--- config.mk ---
export PLATFORM = sky130hd
export DESIGN_NAME = fifo_sched
export DESIGN_NICKNAME = d
export VERILOG_FILES = /design/src/rtl/fifo_sched.sv
export SDC_FILE = /design/constraint.sdc
export NUM_CORES = 1
export LEC_CHECK = 0
export BUFFER_PORTS_ARGS = -buffer_cell sky130_fd_sc_hd__buf_2
export CAP_MARGIN = 10
export CORE_MARGIN = 1
export CORE_UTILIZATION = 28
export DETAILED_ROUTE_END_ITERATION = 12
export SYNTH_ARGS = -nofsm -noshare
export SYNTH_HDL_FRONTEND = slang
export SYNTH_SLANG_ARGS = --single-unit
--- constraint.sdc ---
create_clock -name clk -period 3.03 [get_ports clk]
set_input_delay 0.1515 -clock clk [delete_from_list [all_inputs] [get_ports clk]]
set_output_delay 0.1515 -clock clk [all_outputs]
set_load 0.1 [all_outputs]
--- src/rtl/fifo_sched.sv ---
// Write arbiter and burst read scheduler sitting between two pixel producers,
// an external 8-bit FIFO and a burst consumer.
module fifo_sched #(
  parameter int DEPTH     = 16,
  parameter int BURST_LEN = 4
) (
  input  logic                         clk,
  input  logic                         rst_n,
  input  logic                         req0,
  input  logic                         req1,
  input  logic [7:0]                   data0,
  input  logic [7:0]                   data1,
  output logic                         gnt0,
  output logic                         gnt1,
  output logic                         wr,
  output logic [7:0]                   data_in,
  output logic                         rd,
  input  logic                         fifo_full,
  input  logic                         fifo_empty,
  input  logic [7:0]                   data_out,
  input  logic                         burst_req,
  output logic                         busy,
  output logic                         out_valid,
  output logic [7:0]                   out_data,
  output logic                         burst_done,
  output logic [$clog2(DEPTH+1)-1:0]   occupancy
);

  // state  | meaning
  // IDLE   | no burst in progress, accepting burst_req
  // WAIT   | burst accepted, waiting for BURST_LEN words
  // READ   | issuing BURST_LEN consecutive rd strobes
  // DRAIN  | last word presented on out_data, burst_done high
  typedef enum logic [1:0] {
    ST_IDLE  = 2'd0,
    ST_WAIT  = 2'd1,
    ST_READ  = 2'd2,
    ST_DRAIN = 2'd3
  } state_t;

  localparam int              OW      = $clog2(DEPTH + 1);
  localparam logic [OW-1:0]   DEPTH_W = OW'(DEPTH);
  localparam logic [OW-1:0]   BL_W    = OW'(BURST_LEN);

  state_t          r_state;
  logic [OW-1:0]   r_occ;
  logic [OW-1:0]   r_cnt;
  logic            r_rd;
  logic            r_busy;
  logic            r_ov;
  logic            r_done;
  logic            r_last1;

  logic            w_block;
  logic            w_en;
  logic            w_g0;
  logic            w_g1;
  logic            w_wr;
  logic            w_have_burst;
  logic            w_unused;

  // Occupancy is tracked locally; fifo_empty is implied by it and not needed.
  assign w_unused = fifo_empty;

  // rst_n is active high: writes are suppressed while it is asserted.
  assign w_block = (r_occ == DEPTH_W) || fifo_full;
  assign w_en    = ~rst_n & ~w_block;

  // r_last1 = 1 means req1 won last, so req0 wins a tie next.
  assign w_g0 = w_en & req0 & (~req1 | r_last1);
  assign w_g1 = w_en & req1 & (~req0 | ~r_last1);
  assign w_wr = w_g0 | w_g1;

  assign gnt0    = w_g0;
  assign gnt1    = w_g1;
  assign wr      = w_wr;
  assign data_in = w_g0 ? data0 : (w_g1 ? data1 : 8'h00);

  assign w_have_burst = (r_occ >= BL_W);

  always_ff @(posedge clk) begin
    if (rst_n) begin
      r_last1 <= 1'b1;
    end else if (w_g0) begin
      r_last1 <= 1'b0;
    end else if (w_g1) begin
      r_last1 <= 1'b1;
    end
  end

  always_ff @(posedge clk) begin
    if (rst_n) begin
      r_occ <= '0;
    end else begin
      case ({w_wr, r_rd})
        2'b10:   r_occ <= r_occ + 1'b1;
        2'b01:   r_occ <= r_occ - 1'b1;
        default: r_occ <= r_occ;
      endcase
    end
  end

  always_ff @(posedge clk) begin
    if (rst_n) begin
      r_state <= ST_IDLE;
      r_cnt   <= '0;
      r_rd    <= 1'b0;
      r_busy  <= 1'b0;
      r_ov    <= 1'b0;
      r_done  <= 1'b0;
    end else begin
      r_ov   <= r_rd;
      r_done <= 1'b0;
      case (r_state)
        ST_IDLE: begin
          if (burst_req) begin
            r_busy <= 1'b1;
            if (w_have_burst) begin
              r_state <= ST_READ;
              r_rd    <= 1'b1;
              r_cnt   <= BL_W - 1'b1;
            end else begin
              r_state <= ST_WAIT;
            end
          end
        end
        ST_WAIT: begin
          if (w_have_burst) begin
            r_state <= ST_READ;
            r_rd    <= 1'b1;
            r_cnt   <= BL_W - 1'b1;
          end
        end
        ST_READ: begin
          // r_cnt holds the number of strobes still to follow this one.
          if (r_cnt == '0) begin
            r_rd    <= 1'b0;
            r_done  <= 1'b1;
            r_state <= ST_DRAIN;
          end else begin
            r_cnt <= r_cnt - 1'b1;
          end
        end
        ST_DRAIN: begin
          r_busy  <= 1'b0;
          r_state <= ST_IDLE;
        end
        default: begin
          r_state <= ST_IDLE;
          r_rd    <= 1'b0;
          r_busy  <= 1'b0;
        end
      endcase
    end
  end

  assign rd         = r_rd;
  assign busy       = r_busy;
  assign out_valid  = r_ov;
  assign out_data   = r_ov ? data_out : 8'h00;
  assign burst_done = r_done;
  assign occupancy  = r_occ;

endmodule

After elaboration in Yosys (flattened, before gate mapping)
Cells that the tools add are included.

Register bits after elaboration: 17. Word-level logic and storage cells: 70.

Eq/ne operators: 10. Multiplexer cells: 22. $lt $le $gt $ge: 1. Bitwise gates (word level): 14. $add $sub $neg: 3. Reductions and logical operators: 12.

Operator list (count): 8-bit two-way mux (3); 5-bit two-way mux (3); 5-bit one-hot mux with 3 select lines (1); 5-bit one-hot mux with 2 select lines (1); 5-bit by 1-bit subtractor with 5-bit output, second input constant (2); 3-bit AND reduction (3); 2-bit two-way mux (4); 2-bit != test, second input constant (4); 2-bit one-hot mux with 4 select lines (1); 1-bit two-way mux (7); 2-bit equality test, second input constant (3); 1-bit inverter (6); 2-bit nonzero test (3); 5-bit by 1-bit adder with 5-bit output, second input constant (1); 1-bit bitwise AND (5); 5-bit equality test, second input constant (1); 5-bit by 3-bit greater-or-equal comparator with 1-bit output, second input constant (1); 5-bit zero test (1); 2-bit by 1-bit equality test with 1-bit output, second input constant (2); 1-bit OR (3); 1-bit one-hot mux with 3 select lines (1); 3-bit nonzero test (1); 2-bit zero test (1); 1-bit one-hot mux with 2 select lines (1); 3 further kinds (3).

Longest topological paths before layout
Word-level depth: 9. Depth in mapped cells: 14.

Least setup slack after synthesis
No wires, ideal clock.

Path kind: flip-flop to flip-flop. From: register r_occ[2], in the netlist occupancy[2]. To: register r_occ[4], in the netlist occupancy[4]. Setup slack: -0.994 ns. Data arrival time: 3.887 ns. Data required time: 2.893 ns. Cell stages (with the launch flop): 15. Cells stage by stage: dfxtp_1 -> clkbuf_1 -> nor3_1 -> a311oi_1 -> and3b_1 -> buf_2 -> nor2_1 -> ha_1 -> clkbuf_1 -> xor2_1 -> ha_1 -> nor2b_1 -> o32ai_1 -> mux2i_1 -> o2111ai_1.

Word-level cells in the longest chain between the ends: 9.

Ends and longest elaborated chain: start: declaration (line 46) `logic [OW-1:0] r_occ;`; start signal: assignment (line 96) `2'b10: r_occ <= r_occ + 1'b1;`; start signal: assignment (line 97) `2'b01: r_occ <= r_occ - 1'b1;`; start signal: assignment (line 98) `default: r_occ <= r_occ;`; 5-bit equality test * (line 66) `assign w_block = (r_occ == DEPTH_W) || fifo_full;`; 1-bit logical OR * (line 66); 1-bit inverter * (line 67) `assign w_en = ~rst_n & ~w_block;`; 1-bit bitwise AND * (line 67); 1-bit bitwise AND * (2 in a row) (line 70) `assign w_g0 = w_en & req0 & (~req1 | r_last1);`; net gnt0 (line 13) `output logic gnt0,`; 1-bit OR * (line 72) `assign w_wr = w_g0 | w_g1;`; 2-bit by 1-bit equality test with 1-bit output / 2-bit equality test (equally long branches) (line 95) `case ({w_wr, r_rd})`; 5-bit one-hot mux with 2 select lines / 2-bit nonzero test (equally long branches).

The timed path passes the listed nets; every way through them passes the cells marked *. A chain may end at the register's enable or synchronous reset.

Final worst setup path
From: register r_occ[2], in the netlist occupancy[2]. To: register r_occ[4], in the netlist occupancy[4].

Word-level cells in the longest chain between the ends: 9.

Ends and longest elaborated chain (line): 5-bit equality test (66); 1-bit logical OR (66); 1-bit inverter (67); 1-bit bitwise AND (67); 1-bit bitwise AND, on equally long branches (2 in a row) (70, 71); 1-bit OR (72); 2-bit by 1-bit equality test with 1-bit output / 2-bit equality test (equally long branches) (95); 5-bit one-hot mux with 2 select lines / 2-bit nonzero test (equally long branches).

Parallel ways exist; a longest one is shown, timed or not.

==> impl_metrics.ini <==
[layout]
final-seq-area_um2 = 357
nets = 242
multi_input_area_um2 = 806
drive_gt1_frac = 0.383
final_util = 0.396
layout.cells.non_filler = 251
syn_to_final_growth_pct = 33.3
num-fill-cells = 429
num_antenna_cells = 0

[clocking]
clockBufferDepth = 2
holdBufCountCts = 0
cts_setup_buffers = 0
cts_sinks = 17
htree_levels = 1
numCtsBuffers = 3
worst_skew_pair.late_latency_ns = 0.25
cts-root-buf = clkbuf_8
cts_tree = built
cts_resized = 0
clk_pin_slew_ns = 0.07

[synthesis]
yosys.area_share.simple = 0.261
synth.avg_cell_area_um2 = 8.21
synth_nets = 187
synth-edff-count = 0
synthFlopType = dfxtp_1
synth.distinct_cells = 40
synthMuxAreaShare = 0.0425
synth_top_family_by_area = simple AND/OR/NAND/NOR gates
synth_fa_ha_area_frac = 0.0934
yosysSeqAreaShare = 0.282
ys_ff_latch = 17
syn-cell-area_um2 = 1210
synth_compound_area_frac = 0.238
synth-async-reset-ratio = 0
synth_xor_area_frac = 0.0218
synthCells = 147
yosysWarnings = 0

[sta]
worstMarginPinSlew_ns = 0.545
slew_headroom = 0.635
rsz0062_at_grt = false
fin_crit_sh = 0.872
setup_tns_ns = 0
fmax_mhz = 378
finalSetupViolations = 0
finalClockSkew_ns = 0.00145
min_period_ns = 2.64
finalHoldViolCount = 0
maxSlewViolCount = 0

[power_and_ir_drop]
p_int_w = 0.000708
seqPwrFrac = 0.264
power.density_nw_per_um2 = 920
clkPwrFrac = 0.115
comb_power_share = 0.621
p_total_w = 0.00148
leakagePower_nw = 0.778
ir_worst_vdd_mv = 0.573
switching_share = 0.521
switching_power_w = 0.000771

[hold_path]
holdPathEnd = busy
min_from = burst_req
hp-class = in -> reg
holdPathStages = 3

[placement]
dp_cells = 247
place_congestion = 0.772
port_buffers = 57
dp_hpwl_um = 2310

[route]
drt-total-wl_um = 2970
drc = 0
drtIter0Drc = 43
wl_per_cell_um = 11.8
num_vias = 1252
drt_pass1_iterations = 4
drtAntennaViolNets = 0
avgViaCountPerCell = 4.99

[worst_setup_path]
regToRegSetupSlack_ns = 0.39
worstPathRequired_ns = 3.15
rr_endpoint = occupancy[4]
critPathLaunch = occupancy[2]
path_class = reg -> reg
crit_fanout = 11
r2r-start = occupancy[2]
start_kind = flop
endpoint_kind = flop
r2r_cells = 11
cp.arrival_ns = 2.76

[die]
io_pins = 59
rows = 23
design.core.area_um2 = 4060
fp.dieW_um = 67.6
die-area_um2 = 4570
die_h_um = 67.6
initial_core_util = 0.297

[grt]
track_usage = 0.137
antenna_found_initial = 0
grt_pass1_vias = 1128
grt_max_degree = 20
grt-ovfl-total = 0
grt_pass1_wl_um = 4820

[run]
drv_cap = 0

[outcome]
status = completed
-- cell families after synthesis --
family / after synthesis
buffers and inverters: 19
AO/OA/AOI/OAI: 40
multiplexers: 5
AND/OR/NAND/NOR: 54
XOR/XNOR: 3
flip-flops: 17
adder cells (fa/ha/maj): 9
-- sequential cells by signal, indices dropped and copies added, names as in the netlist --
signal	cells
r_cnt	5
out_valid	1
busy	1
burst_done	1
r_state	2
r_last1	1
occupancy	5
rd	1
-- cell usage in the layout (no fill, tap or decap), types with 3 or more instances in the layout --
cell type  count
buf_2         57
dfxtp_1       12
a21oi_1       11
inv_1         10
and2_1         9
a22o_1         8
nor2_1         8
ha_1           8
nand2_1        6
nor2b_1        5
nor3_1         5
mux2i_1        4
or4_1          4
o21ai_0        4
dfxtp_4        4
a311oi_1       3
nand3_1        3
clkbuf_8       3
-- through the flow --
step | hold slack (ns) | instance area (um2) | worst slack, ns
2_1_floorplan | 0.312 | 1300 | 0.0106
3_3_place_gp | 0.434 | 1560 | 0.439
3_5_place_dp | 0.440 | 1560 | 0.371
4_1_cts | 0.170 | 1610 | 0.355
5_1_grt | 0.212 | 1610 | 0.159
6_report | 0.175 | 1610 | 0.388
-- per-layer routing --
layer | GRT usage | part of all wire | vias up
met3 | 0.0304 | 0.065 | 2
met1 | 0.146 | 0.42 | 566
met2 | 0.266 | 0.51 | 36
met4 | 0.0319 | 0.0051 | 0
met5 | 0 | 0 | -
li1 | - | - | 648
-- critical path: stages, from the launching register on --
cell and delay [ns]:
dfxtp_4 0.39, nor3_1 0.08, a311oi_1 0.32, and3b_2 0.36, nor2_2 0.08, ha_1 0.22
xor2_1 0.15, ha_2 0.19, nor2b_1 0.14, o32ai_2 0.27, mux2i_1 0.21, o2111ai_1 0.10
-- how the worst max path moves through the flow --
stage | endpoint | slack, ns | cells past startpoint
2_1_floorplan | occupancy[4] | 0.01 | 14
3_3_place_gp | occupancy[4] | 0.44 | 11
3_5_place_dp | occupancy[4] | 0.37 | 11
4_1_cts | occupancy[4] | 0.35 | 11
5_1_grt | occupancy[4] | 0.16 | 11
6_report | occupancy[4] | 0.39 | 11
-- cell usage after synthesis, types with 2 or more instances --
cell type,count,share of area
o21ai_0,4,0.017
mux2i_1,4,0.033
nand2_1,6,0.019
clkbuf_1,7,0.022
nor4_1,2,0.010
a211o_1,2,0.015
nor3_1,5,0.021
xor2_1,2,0.015
o31ai_1,2,0.012
or4_1,4,0.025
a311oi_1,3,0.022
a221oi_1,2,0.015
a211oi_1,2,0.012
inv_1,10,0.031
or3_2,2,0.012
nor2_1,9,0.028
nor2b_1,5,0.026
buf_2,2,0.0083
a22o_1,8,0.058
dfxtp_1,17,0.28
a21oi_1,11,0.046
ha_1,9,0.093
nand3_1,3,0.012
and3b_1,2,0.015
and2_1,9,0.047
-- final cells by class --
cell class | instances | share of cell area
Clock buffer | 4 | 0.0280
Inverter | 10 | 0.0233
Multi-Input combinational cell | 111 | 0.501
Sequential cell | 17 | 0.222
Tap cell | 50 | 0.0389
Timing Repair Buffer | 59 | 0.187
-- power by group through the flow --
stage / registers, W / clock network (W) / logic [W]
2_1_floorplan: 0.000540 / 0 / 0.000625
4_1_cts: 0.000391 / 0.000176 / 0.000924
5_1_grt: 0.000408 / 0.000184 / 0.00102
3_5_place_dp: 0.000396 / 0 / 0.000914
3_3_place_gp: 0.000393 / 0 / 0.000908
6_report: 0.000391 / 0.000169 / 0.000919
(Power assumes the default switching activity.)
